<file path="config.mk">
export PLATFORM = sky130hd
export DESIGN_NAME = uart_rx_oversampled
export DESIGN_NICKNAME = d
export VERILOG_FILES = /design/src/rtl/uart_rx_oversampled.sv
export SDC_FILE = /design/constraint.sdc
export NUM_CORES = 1
export LEC_CHECK = 0
export ABC_AREA = 1
export ABC_CLOCK_PERIOD_IN_PS = 1400
export CAP_MARGIN = 20
export CORE_UTILIZATION = 45
export DETAILED_ROUTE_END_ITERATION = 12
export PLACE_DENSITY = 0.66
export RECOVER_POWER = 25
export SYNTH_ARGS = -nofsm -noshare
export SYNTH_HDL_FRONTEND = slang
export SYNTH_SLANG_ARGS = --single-unit
</file>
<file path="constraint.sdc">
create_clock -name clk -period 1.4 [get_ports clk]
set_input_delay 0.28 -clock clk [delete_from_list [all_inputs] [get_ports clk]]
set_output_delay 0.28 -clock clk [all_outputs]
set_load 0.03 [all_outputs]
</file>
<file path="src/rtl/uart_rx_oversampled.sv">
// ============================================================================
// Module      : uart_rx_oversampled
// Description : 8-bit UART receiver, oversampled with 3-sample majority vote.
//               Optional even-parity stage enabled by macro UART_RX_PARITY_EN.
// Revision    : 1.0 - initial release
// ============================================================================
`default_nettype none

module uart_rx_oversampled #(
  parameter int CLK_FREQ   = 12000000,
  parameter int BAUD       = 9600,
  parameter int OVERSAMPLE = 16
) (
  input  logic       clk,
  input  logic       rst_n,
  input  logic       i_rx,
  output logic [7:0] o_data,
  output logic       o_valid,
  output logic       o_frame_err,
  output logic       o_parity_err,
  output logic       o_busy
);

  localparam int c_DIV = CLK_FREQ / (BAUD * OVERSAMPLE);
  localparam int c_TW  = (c_DIV > 1) ? $clog2(c_DIV) : 1;
  localparam int c_SW  = $clog2(OVERSAMPLE);

  localparam logic [c_TW-1:0] c_TICK_LAST = c_TW'(c_DIV - 1);
  localparam logic [c_SW-1:0] c_SAMP_LAST = c_SW'(OVERSAMPLE - 1);
  localparam logic [c_SW-1:0] c_SAMP_A    = c_SW'(OVERSAMPLE / 2 - 1);
  localparam logic [c_SW-1:0] c_SAMP_B    = c_SW'(OVERSAMPLE / 2);
  localparam logic [c_SW-1:0] c_SAMP_C    = c_SW'(OVERSAMPLE / 2 + 1);

  typedef enum logic [2:0] {
    S_IDLE   = 3'd0,
    S_START  = 3'd1,
    S_DATA   = 3'd2,
`ifdef UART_RX_PARITY_EN
    S_PARITY = 3'd3,
`endif
    S_STOP   = 3'd4
  } state_t;

  state_t          state_q, state_d;
  logic            rx_meta_q, rx_sync_q, rx_prev_q;
  logic [2:0]      arm_q;
  logic [c_TW-1:0] tick_cnt_q;
  logic [c_SW-1:0] samp_cnt_q, samp_cnt_d;
  logic [2:0]      bit_cnt_q, bit_cnt_d;
  logic [1:0]      smp_q, smp_d;
  logic [7:0]      shift_q, shift_d;
  logic [7:0]      data_q, data_d;
  logic            valid_q, valid_d;
  logic            ferr_q, ferr_d;
`ifdef UART_RX_PARITY_EN
  logic            par_err_q, par_err_d;
  logic            perr_q, perr_d;
`endif

  logic w_tick, w_fall, w_decide, w_bit_end, w_maj;

  // arm_q keeps the reset value of the synchronizer from posing as a falling edge
  assign w_fall    = arm_q[2] & rx_prev_q & ~rx_sync_q;
  assign w_tick    = (tick_cnt_q == c_TICK_LAST);
  assign w_decide  = w_tick && (samp_cnt_q == c_SAMP_C);
  assign w_bit_end = w_tick && (samp_cnt_q == c_SAMP_LAST);
  assign w_maj     = (smp_q[0] & smp_q[1]) | (smp_q[0] & rx_sync_q) | (smp_q[1] & rx_sync_q);

  always_ff @(posedge clk or negedge rst_n) begin
    if (!rst_n) begin
      rx_meta_q <= 1'b1;
      rx_sync_q <= 1'b1;
      rx_prev_q <= 1'b1;
      arm_q     <= 3'b000;
    end else begin
      rx_meta_q <= i_rx;
      rx_sync_q <= rx_meta_q;
      rx_prev_q <= rx_sync_q;
      arm_q     <= {arm_q[1:0], 1'b1};
    end
  end

  always_ff @(posedge clk or negedge rst_n) begin
    if (!rst_n) begin
      tick_cnt_q <= '0;
    end else if ((state_q == S_IDLE && w_fall) || w_tick) begin
      tick_cnt_q <= '0;
    end else begin
      tick_cnt_q <= tick_cnt_q + 1'b1;
    end
  end

  always_ff @(posedge clk or negedge rst_n) begin
    if (!rst_n) begin
      state_q    <= S_IDLE;
      samp_cnt_q <= '0;
      bit_cnt_q  <= '0;
      smp_q      <= 2'b11;
      shift_q    <= '0;
      data_q     <= '0;
      valid_q    <= 1'b0;
      ferr_q     <= 1'b0;
`ifdef UART_RX_PARITY_EN
      par_err_q  <= 1'b0;
      perr_q     <= 1'b0;
`endif
    end else begin
      state_q    <= state_d;
      samp_cnt_q <= samp_cnt_d;
      bit_cnt_q  <= bit_cnt_d;
      smp_q      <= smp_d;
      shift_q    <= shift_d;
      data_q     <= data_d;
      valid_q    <= valid_d;
      ferr_q     <= ferr_d;
`ifdef UART_RX_PARITY_EN
      par_err_q  <= par_err_d;
      perr_q     <= perr_d;
`endif
    end
  end

  always_comb begin
    state_d    = state_q;
    samp_cnt_d = samp_cnt_q;
    bit_cnt_d  = bit_cnt_q;
    smp_d      = smp_q;
    shift_d    = shift_q;
    data_d     = data_q;
    valid_d    = 1'b0;
    ferr_d     = 1'b0;
`ifdef UART_RX_PARITY_EN
    par_err_d  = par_err_q;
    perr_d     = 1'b0;
`endif

    // The first two votes are stored; the third is the live sample at decision time
    if (state_q != S_IDLE && w_tick) begin
      samp_cnt_d = w_bit_end ? '0 : samp_cnt_q + 1'b1;
      if (samp_cnt_q == c_SAMP_A) smp_d[0] = rx_sync_q;
      if (samp_cnt_q == c_SAMP_B) smp_d[1] = rx_sync_q;
    end

    case (state_q)
      S_IDLE: begin
        if (w_fall) begin
          state_d    = S_START;
          samp_cnt_d = '0;
          bit_cnt_d  = '0;
`ifdef UART_RX_PARITY_EN
          par_err_d  = 1'b0;
`endif
        end
      end
      S_START: begin
        if (w_decide && w_maj) begin
          state_d = S_IDLE;
        end else if (w_bit_end) begin
          state_d = S_DATA;
        end
      end
      S_DATA: begin
        if (w_decide) shift_d = {w_maj, shift_q[7:1]};
        if (w_bit_end) begin
          bit_cnt_d = bit_cnt_q + 3'd1;
          if (bit_cnt_q == 3'd7) begin
`ifdef UART_RX_PARITY_EN
            state_d = S_PARITY;
`else
            state_d = S_STOP;
`endif
          end
        end
      end
`ifdef UART_RX_PARITY_EN
      S_PARITY: begin
        if (w_decide) par_err_d = ^{shift_q, w_maj};
        if (w_bit_end) state_d = S_STOP;
      end
`endif
      S_STOP: begin
        // Leave at mid-stop so a start edge right after the stop bit is caught
        if (w_decide) begin
          state_d = S_IDLE;
          if (!w_maj) begin
            ferr_d = 1'b1;
          end
`ifdef UART_RX_PARITY_EN
          else if (par_err_q) begin
            perr_d = 1'b1;
          end
`endif
          else begin
            valid_d = 1'b1;
            data_d  = shift_q;
          end
        end
      end
      default: state_d = S_IDLE;
    endcase
  end

  assign o_data      = data_q;
  assign o_valid     = valid_q;
  assign o_frame_err = ferr_q;
  assign o_busy      = (state_q != S_IDLE);
`ifdef UART_RX_PARITY_EN
  assign o_parity_err = perr_q;
`else
  assign o_parity_err = 1'b0;
`endif

endmodule

`default_nettype wire

</file>
==> results by group, run 1 <==
Run status
  – Status: finished with violations
  – Failing checks: negative setup slack

Logic synthesis
  – Yosys cell types: 27
  – Synth Cell Area: 0.00202 mm2
  – Register area share after synthesis: 53.6%
  – Mean Syn Cell Area: 9.27 um2
  – Share of the synthesized area in the top cell type: 47.1%
  – Yosys top cell by area: dfrtp_1
  – Ys Warns: 0
  – Cells after synthesis: 218
  – Post-Synth Simple-Gate Area: 24.8%
  – Syn Nets: 228
  – Post-synthesis mux area share: 0%
  – Post-synthesis compound-gate area fraction: 9.10%
  – Synth Area in XOR/XNOR: 0.433%
  – Synth Register Bits: 43
  – Main combinational cell family by area after synthesis: simple AND/OR/NAND/NOR gates
  – Synth top area cells: dfrtp_1 (47%), nand2_1 (8.9%), dfstp_2 (6.5%), inv_1 (4.8%), ha_1 (4.3%)
  – Adder-cell share of the synthesized area: 4.33%

Clock network
  – Clk slew on worst S/H paths: 0.08 ns
  – Clock H-tree levels: 2
  – TritonCTS Buffers: 5
  – Root Buffer: clkbuf_8
  – CTS tree: done
  – Clock Latency Late Sink: 0.29 ns
  – Sinks on Clock Net: 43
  – Clock buffer depth: 2

Timing
  – Tcrit/Tclk final: 108%
  – Slew HR: 41.2%
  – RSZ-0062 raised after global routing: yes
  – Hold WS: 0.353 ns
  – Worst-Margin Slew: 0.882 ns
  – # setup viols final: 24
  – Hold Fails Final Rpt: 0
  – Final min period: 1.52 ns
  – Setup tns final: -1.65 ns
  – Max-slew violation count: 0
  – Max Freq: 0.660 GHz
  – Worst setup margin: -0.115 ns
  – Clock skew: 0.00499 ns

Global routing
  – Met3 usage: 3.07%
  – Met1 usage: 23.2%
  – First-pass GRT wire length: 6.42 mm
  – Largest net degree at the start of global routing: 30
  – GRT busiest layer: met2
  – Initial antenna violation count: 0
  – Met2 GRT Util: 26.1%
  – GRT overflow: 0
  – Vias in the first global route: 1408
  – Tot GR Track Use: 17.0%

Final layout
  – Filler cells: 374
  – Net count, final: 275
  – Layout cells sized above 1: 41.0%
  – Antenna fix cells: 0
  – Post-route core utilization: 63.5%
  – Syn-to-layout area delta: 35.8%

Worst setup path
  – Slowest stage cell, crit path: dfrtp_1
  – Critical path's largest stage delay: 0.38 ns
  – Data required time of the critical path: 1.58 ns
  – CP Launch Type: flip-flop
  – Critical path class: flip-flop to flip-flop
  – WP buf/inv: 2
  – Critical path peak fanout: 8
  – Worst path arrival time: 1.70 ns
  – Crit end category: flip-flop
  – Levels on crit path: 9
  – Delay-heaviest family, CP: simple AND/OR/NAND/NOR gates
  – CP Cell Sequence: inv_1 -> ha_2 -> nand2_2 -> nor2_4 -> nand3_4 -> inv_4 -> nand3_4 -> nand2_2 -> o21ai_2
  – R2r worst-path depth: 9

Placed design
  – Routability congestion estimate: 0.868
  – Port Buffers: 13
  – Pre-CTS WS: -0.136 ns
  – Post-DP HPWL: 2.59 mm

Routing
  – TritonRoute pass-1 iters: 4
  – DR vias/cell: 4.87
  – Drt drc: 0
  – Via count: 1548
  – Wire length per cell: 12.6 um
  – Routed Antenna Nets: 0
  – 1st-iter DRT viols: 45
  – Routed WL: 4.00 mm

Floorplanning
  – Ports: 15
  – Core area: 0.00432 mm2
  – Die ar.: 0.00476 mm2
  – Die Width: 69.0 um
  – # rows: 24
  – Initial Util: 46.7%
  – Die Ht: 69.0 um

Job
  – Max Cap Viol: 0

Min path
  – HP Class: flip-flop to flip-flop
  – Hold Path Cell Cnt: 0

Pwr
  – Lkg Pwr: 1.38 nW
  – Power Total: 0.00315 W
  – Maximum VDD drop: 0.824 mV
  – Cell area power density: 1150 mW/mm2
==> registers in the layout (all words and copies together), names as in the netlist <==
signal and cells:
o_frame_err 1, rx_meta_q 1, o_valid 1, o_data 8
rx_sync_q 1, bit_cnt_q 3, rx_prev_q 1, state_q 3
arm_q 3, samp_cnt_q 4, smp_q 2, shift_q 8
tick_cnt_q 7
==> layer usage <==
layer	routed length [um]	vias up
met4	62	0
met1	1880	755
met5	0	-
met2	1990	15
met3	64	5
li1	-	773
==> cell type report <==
type                    count  area (um2)  area share (%)
well taps                  52        65.1            2.37
inverters                  32         123            4.47
repair buffers             42         379            13.8
multi-input cells         141         976            35.6
flip-flops and latches     43        1080            39.5
clock buffers               6        82.6            3.01
clock inverters             2        35.0            1.28
==> repair_timing <==
action / in CTS / in global routing
cloned: 1 / 1
hold buffers: 1 / 0
setup buffers: 3 / 5
hold endpoints to repair: 12 / 0
pin swaps: 5 / 5
endpoints found under the setup margin: 25 / 34
resized for setup: 30 / 37
==> final timing paths <==
kind / start / end / slack, ns
max in group asynchronous: rst_n / rx_prev_q$_DFF_PN1_ / 0.06
worst max register to register: tick_cnt_q[1]$_DFF_PN0_ / o_data[4]$_DFFE_PN0P_ / -0.12
worst min register to register: arm_q[0]$_DFF_PN0_ / arm_q[1]$_DFF_PN0_ / 0.35
min in group asynchronous: rst_n / bit_cnt_q[1]$_DFFE_PN0P_ / 0.62
worst min-delay path: arm_q[0]$_DFF_PN0_ / arm_q[1]$_DFF_PN0_ / 0.35
worst max-delay path: tick_cnt_q[1]$_DFF_PN0_ / o_data[4]$_DFFE_PN0P_ / -0.12
==> metrics by stage <==
step | std cells | area, um2
after floorplan | 218 | 2030
after global placement | 299 | 2360
after detailed placement | 299 | 2360
after CTS | 312 | 2570
after global routing | 318 | 2740
final | 318 | 2740
==> cell usage after synthesis <==
| library cell | n |
|---|---|
| o21ai_2 | 8 |
| dfstp_2 | 5 |
| o21ai_1 | 3 |
| nor3_1 | 3 |
| o21ai_0 | 9 |
| nand3_2 | 2 |
| buf_6 | 2 |
| nand2_2 | 4 |
| nor2_4 | 2 |
| nor2_2 | 5 |
| nand2_1 | 48 |
| nand3_1 | 12 |
| dfrtp_1 | 38 |
| nor3_4 | 2 |
| xnor2_1 | 1 |
| nand3_4 | 1 |
| ha_1 | 7 |
| conb_1 | 2 |
| inv_1 | 26 |
| buf_4 | 1 |
| nor4_1 | 1 |
| nor3b_1 | 2 |
| inv_2 | 6 |
| o31ai_1 | 1 |
| a21oi_4 | 1 |
| a21oi_1 | 6 |
| nor2_1 | 20 |
==> kinds of logic (layout without fill, tap and decap cells) <==
family          Yosys count  after routing
simple gates            102            103
other cells               2              2
buf+inv                  35             82
flops                    43             43
compound gates           28             28
xor+xnor                  1              1
fa+ha+maj                 7              7
==> worst reg2reg max path, stage by stage, from the launching register on <==
cell and delay [ns]:
dfrtp_1 0.38, inv_1 0.06, ha_2 0.18, nand2_2 0.07, nor2_4 0.14, nand3_4 0.12
inv_4 0.11, nand3_4 0.16, nand2_2 0.13, o21ai_2 0.05
==> power by group <==
| part | total (W) | internal, W | switching [W] |
|---|---|---|---|
| sequential | 0.00147 | 0.00137 | 0.0000955 |
| combinational | 0.000689 | 0.000323 | 0.000366 |
| clock | 0.000993 | 0.000577 | 0.000416 |
| total | 0.00315 | 0.00227 | 0.000878 |
==> cell usage in the layout, fill, tap and decap left out, types with 3 or more instances in the layout <==
master	count
nor2_4	7
nand3_1	11
o21ai_0	3
o21ai_1	4
nand2_1	29
inv_2	6
dfstp_2	5
inv_1	25
dfrtp_1	37
nor3_1	3
buf_4	24
a21oi_1	5
nand2_4	7
dlygate4sd2_1	10
o21ai_2	13
nor2_1	16
nand2_2	16
nor2_2	4
ha_1	5
clkbuf_8	6
nand3_4	4
(Power assumes the default switching activity.)
==> run 2, diff against run 1 <==
--- a/config.mk
+++ b/config.mk
@@ -8,7 +8,9 @@
 export ABC_AREA = 1
 export ABC_CLOCK_PERIOD_IN_PS = 1400
 export CAP_MARGIN = 20
+export CORE_ASPECT_RATIO = 1.75
 export CORE_UTILIZATION = 45
+export CTS_CLUSTER_SIZE = 20
 export DETAILED_ROUTE_END_ITERATION = 12
 export PLACE_DENSITY = 0.66
 export RECOVER_POWER = 25
==> results by group, run 2 (synthesized netlist as in run 1, its figures left out) <==
Floorplanning
  – # rows: 31
  – Initial Util: 47.8%
  – Core area: 0.00423 mm2
  – Die ar.: 0.00477 mm2
  – Die Width: 52.7 um
  – Ports: 15
  – Die Ht: 90.6 um

Worst setup path
  – Critical path class: flip-flop to flip-flop
  – Critical path's largest stage delay: 0.38 ns
  – Most used cell, CP: nor2_4
  – Worst path arrival time: 1.64 ns
  – CP Cell Sequence: inv_1 -> ha_2 -> nand2_2 -> nor2_4 -> nand2_1 -> nor2_4 -> a21oi_1 -> nor3_1
  – CP Launch Type: flip-flop
  – Delay-heaviest family, CP: simple AND/OR/NAND/NOR gates
  – Slowest stage cell, crit path: dfrtp_1
  – WP buf/inv: 1
  – Data required time of the critical path: 1.60 ns
  – Critical path peak fanout: 4
  – Crit end category: flip-flop

Routing
  – 1st-iter DRT viols: 28
  – Routed WL: 3.74 mm
  – TritonRoute pass-1 iters: 5
  – Drt drc: 0
  – Via count: 1517
  – Routed Antenna Nets: 0
  – DR vias/cell: 4.83
  – Wire length per cell: 11.9 um

Clock network
  – Sinks on Clock Net: 43
  – TritonCTS Buffers: 5
  – Clock buffer depth: 2
  – Root Buffer: clkbuf_8
  – Clock H-tree levels: 2
  – CTS tree: done
  – Clk slew on worst S/H paths: 0.08 ns
  – Clock Latency Late Sink: 0.30 ns

Timing
  – Worst setup margin: -0.0377 ns
  – Clock skew: 0.0124 ns
  – Max Freq: 0.696 GHz
  – RSZ-0062 raised after global routing: yes
  – # setup viols final: 12
  – Max-slew violation count: 0
  – Hold Fails Final Rpt: 0
  – Slew HR: 62.0%
  – Worst-Margin Slew: 0.570 ns
  – Final min period: 1.44 ns
  – Tcrit/Tclk final: 103%

Global routing
  – Tot GR Track Use: 19.4%
  – Largest net degree at the start of global routing: 44
  – GRT overflow: 0
  – Vias in the first global route: 1607
  – Initial antenna violation count: 0
  – First-pass GRT wire length: 6.96 mm

Pwr
  – Switching share of power: 30.1%
  – Seq pwr share: 49.8%
  – Combinational share of power: 23.9%
  – Sw Pwr: 0.000884 W
  – Cell area power density: 1130 mW/mm2
  – Power Total: 0.00293 W
  – Clk pwr share: 26.3%
  – Lkg Pwr: 1.23 nW
  – Int Power: 0.00205 W
  – Maximum VDD drop: 1.20 mV

Placed design
  – DP Area: 0.00237 mm2
  – Port Buffers: 13
  – Post-DP HPWL: 2.61 mm
  – Routability congestion estimate: 0.854

Min path
  – HP Class: flip-flop to flip-flop

Final layout
  – Most frequent cells in the layout: nand2_1 (37), dfrtp_1 (37), inv_1 (25)
  – Antenna fix cells: 0
  – Layout cells sized above 1: 35.1%
  – Net count, final: 274
  – Filler cells: 381
  – Design Area, Final: 0.00260 mm2
  – Syn-to-layout area delta: 28.7%

Run status
  – Failing checks: negative setup slack
  – Status: finished with violations

Job
  – Max Cap Viol: 0
run 2: cell types whose count changed in the layout (fill, tap and decap cells not counted), moves of 2 or more:
cell	change
clkdlybuf4s15_1	+2
o21ai_0	+3
nand2_4	-7
o21ai_2	-4
nand2_1	+8
dlygate4sd2_1	-2
run 2: layer usage:
metal / track usage (%) / share of wire [%] / up-vias
met3: 4.21 / 2.1 / 5
met2: 32.7 / 55 / 18
met5: 0 / 0 / -
met4: 7.02 / 1.6 / 0
li1: - / - / 771
met1: 23.5 / 41 / 723
run 2: what timing repair did:
action	in CTS	in global routing
cloned	1	0
pin swaps	3	4
endpoints found under the setup margin	25	36
setup buffers	4	2
endpoints found under the hold margin	38	0
gates resized for setup	33	12
hold buffers	1	0
run 2: layout make-up:
type | count | area (um2) | area share, %
Clock buffer | 6 | 72.6 | 2.79
Clock inverter | 2 | 12.5 | 0.481
Inverter | 32 | 123 | 4.72
Multi-Input combinational cell | 141 | 902 | 34.7
Sequential cell | 43 | 1080 | 41.7
Tap cell | 49 | 61.3 | 2.36
Timing Repair Buffer | 41 | 345 | 13.3
run 2: worst paths after layout:
check                                        startpoint                 endpoint  slack (ns)  depth (start not counted)
worst max-delay path            tick_cnt_q[1]$_DFF_PN0_  samp_cnt_q[2]$_DFF_PN0_       -0.04                          8
worst min-delay path                rx_meta_q$_DFF_PN1_      rx_sync_q$_DFF_PN1_        0.35                          0
worst max register to register  tick_cnt_q[1]$_DFF_PN0_  samp_cnt_q[2]$_DFF_PN0_       -0.04                          8
worst min register to register      rx_meta_q$_DFF_PN1_      rx_sync_q$_DFF_PN1_        0.35                          0
max in group asynchronous                         rst_n   state_q[0]$_DFFE_PN0P_        0.37                          3
min in group asynchronous                         rst_n    o_data[6]$_DFFE_PN0P_        0.62                          3
run 2: stage by stage:
step / setup TNS [ns] / worst slack, ns / cells / util, % / hold slack (ns)
floorplan: -0.0298 / -0.0149 / 218 / - / -0.0156
global placement: -0.906 / -0.0785 / 298 / 56.0 / 0.268
detailed placement: -1.59 / -0.148 / 298 / 56.0 / 0.272
CTS: -0.493 / -0.0476 / 312 / 60.8 / 0.352
global route: -3.76 / -0.167 / 314 / 61.5 / 0.361
finish: -0.328 / -0.0377 / 314 / 61.5 / 0.352
run 2: power groups by stage:
stage	Combinational (W)	Clock, W	Sequential [W]
after floorplan	0.000381	0	0.00149
after global placement	0.000648	0	0.00148
after detailed placement	0.000661	0	0.00148
after CTS	0.000697	0.000805	0.00146
after global routing	0.000806	0.000846	0.00148
final	0.000701	0.000771	0.00146
run 2: worst reg2reg max path: stages, from the launching register on:
cell and delay [ns]:
dfrtp_1 0.38, inv_1 0.06, ha_2 0.17, nand2_2 0.07, nor2_4 0.14, nand2_1 0.13
nor2_4 0.15, a21oi_1 0.08, nor3_1 0.19
==> run 3, diff against run 2 <==
--- a/config.mk
+++ b/config.mk
@@ -14,6 +14,7 @@
 export DETAILED_ROUTE_END_ITERATION = 12
 export PLACE_DENSITY = 0.66
 export RECOVER_POWER = 25
+export SKIP_CTS_REPAIR_TIMING = 1
 export SYNTH_ARGS = -nofsm -noshare
 export SYNTH_HDL_FRONTEND = slang
 export SYNTH_SLANG_ARGS = --single-unit
==> results by group, run 3 (synthesized netlist as in run 1, its figures left out) <==
Run status
  – Status: finished with violations
  – Failing checks: negative setup slack

Timing
  – Hold WS: 0.352 ns
  – Final min period: 1.51 ns
  – Max Freq: 0.661 GHz
  – Hold Fails Final Rpt: 0
  – Tcrit/Tclk final: 108%
  – # setup viols final: 25
  – Max-slew violation count: 0
  – RSZ-0062 raised after global routing: yes
  – Clock skew: 0.0120 ns
  – Worst setup margin: -0.113 ns

Final layout
  – Net count, final: 274
  – Post-Layout Cell Count: 314
  – Antenna fix cells: 0
  – Post-route core utilization: 64.5%
  – Most frequent cells in the layout: nand2_1 (37), dfrtp_1 (37), inv_1 (24)
  – Syn-to-layout area delta: 35.0%
  – Layout cells sized above 1: 38.9%

Clock network
  – TritonCTS Buffers: 5
  – Root Buffer: clkbuf_8
  – Clock H-tree levels: 2
  – Sinks on Clock Net: 43
  – Clock buffer depth: 2
  – Clock Latency Late Sink: 0.29 ns
  – Clk slew on worst S/H paths: 0.08 ns
  – CTS tree: done

Global routing
  – Largest net degree at the start of global routing: 44
  – Tot GR Track Use: 18.3%
  – GRT overflow: 0
  – Vias in the first global route: 1554
  – First-pass GRT wire length: 6.54 mm
  – Initial antenna violation count: 0

Placed design
  – Routability congestion estimate: 0.854
  – Port Buffers: 13
  – Post-DP HPWL: 2.61 mm
  – Post-Place Cells: 298

Worst setup path
  – WP buf/inv: 2
  – Slowest stage cell, crit path: dfrtp_1
  – Critical path class: flip-flop to flip-flop
  – Critical path peak fanout: 3
  – Delay-heaviest family, CP: simple AND/OR/NAND/NOR gates
  – Critical path's largest stage delay: 0.38 ns
  – CP Cell Sequence: inv_1 -> ha_2 -> nand2_2 -> nor2_4 -> buf_6 -> nand3_4 -> nand2_2 -> nand2_2 -> nor2_2 -> nand3_1 -> nand2_1
  – Crit end category: flip-flop
  – Worst path arrival time: 1.75 ns
  – Data required time of the critical path: 1.64 ns
  – Most used cell, CP: nand2_2
  – CP Launch Type: flip-flop

Floorplanning
  – # rows: 31
  – Die Width: 52.7 um
  – Core area: 0.00423 mm2
  – Die ar.: 0.00477 mm2
  – Ports: 15
  – Initial Util: 47.8%
  – Die Ht: 90.6 um

Routing
  – DR vias/cell: 4.83
  – 1st-iter DRT viols: 16
  – Routed Antenna Nets: 0
  – Wire length per cell: 12.5 um
  – Drt drc: 0
  – Via count: 1518
  – Routed WL: 3.92 mm
  – TritonRoute pass-1 iters: 4

Pwr
  – Seq pwr share: 49.3%
  – Sw Pwr: 0.000904 W
  – Cell area power density: 1090 mW/mm2
  – Clk pwr share: 25.8%
  – Int Power: 0.00206 W
  – Combinational share of power: 24.9%
  – Power Total: 0.00297 W
  – Lkg Pwr: 1.40 nW
  – Maximum VDD drop: 1.21 mV
  – Switching share of power: 30.5%

Min path
  – HP Class: flip-flop to flip-flop

Job
  – Max Cap Viol: 0
[run 3: cell count changes in the layout (fill, tap and decap cells not counted), sizes merged]
cell           before  now
dlymetal6s2s        0   10
dlygate4sd2         8    0
clkdlybuf4s15       2    0
buf                28   29
clkbuf              7    6
[run 3: layer usage]
layer | wire length (um) | global-route usage, % | part of all wire (%) | vias up
met5 | 0 | 0 | 0 | -
met4 | 95 | 6.80 | 2.4 | 0
met3 | 83 | 4.38 | 2.1 | 9
met2 | 2120 | 31.0 | 54 | 20
met1 | 1620 | 21.4 | 41 | 717
li1 | - | - | - | 772
[run 3: final cells by class]
| class | instances | area (um2) |
|---|---|---|
| Fill cell | 351 | 1500 |
| Sequential cell | 43 | 1080 |
| Multi-Input combinational cell | 141 | 970 |
| Timing Repair Buffer | 41 | 405 |
| Inverter | 32 | 123 |
| Clock buffer | 6 | 72.6 |
| Tap cell | 49 | 61.3 |
| Clock inverter | 2 | 12.5 |
[run 3: power groups by stage]
stage / Clock [W] / Combinational (W) / Sequential (W)
5_1_grt: 0.000846 / 0.000842 / 0.00148
6_report: 0.000767 / 0.000738 / 0.00146
2_1_floorplan: 0 / 0.000381 / 0.00149
4_1_cts: 0.000805 / 0.000663 / 0.00146
3_3_place_gp: 0 / 0.000648 / 0.00148
3_5_place_dp: 0 / 0.000661 / 0.00148
[run 3: through the flow]
step / cell area [um2] / setup WS (ns) / setup TNS, ns
final: 2730 / -0.113 / -1.80
after global routing: 2730 / -0.220 / -4.82
after CTS: 2450 / -0.244 / -4.03
after detailed placement: 2370 / -0.148 / -1.59
after global placement: 2370 / -0.0785 / -0.906
after floorplan: 2030 / -0.0149 / -0.0298
[run 3: worst reg2reg max path, stage by stage, from the launching register on]
cell	delay (ns)
dfrtp_1	0.38
inv_1	0.06
ha_2	0.17
nand2_2	0.07
nor2_4	0.19
buf_6	0.13
nand3_4	0.09
nand2_2	0.08
nand2_2	0.05
nor2_2	0.10
nand3_1	0.09
nand2_1	0.07
[run 3: final timing paths]
path                                         start                       to  slack, ns  cells past startpoint
hold reg to reg                rx_meta_q$_DFF_PN1_      rx_sync_q$_DFF_PN1_       0.35                      0
setup / recovery           tick_cnt_q[1]$_DFF_PN0_   state_q[1]$_DFFE_PN0P_      -0.11                     11
setup reg to reg           tick_cnt_q[1]$_DFF_PN0_   state_q[1]$_DFFE_PN0P_      -0.11                     11
min in group asynchronous                    rst_n  tick_cnt_q[5]$_DFF_PN0_       0.48                      3
hold / removal                 rx_meta_q$_DFF_PN1_      rx_sync_q$_DFF_PN1_       0.35                      0
max in group asynchronous                    rst_n      rx_meta_q$_DFF_PN1_       0.64                      3
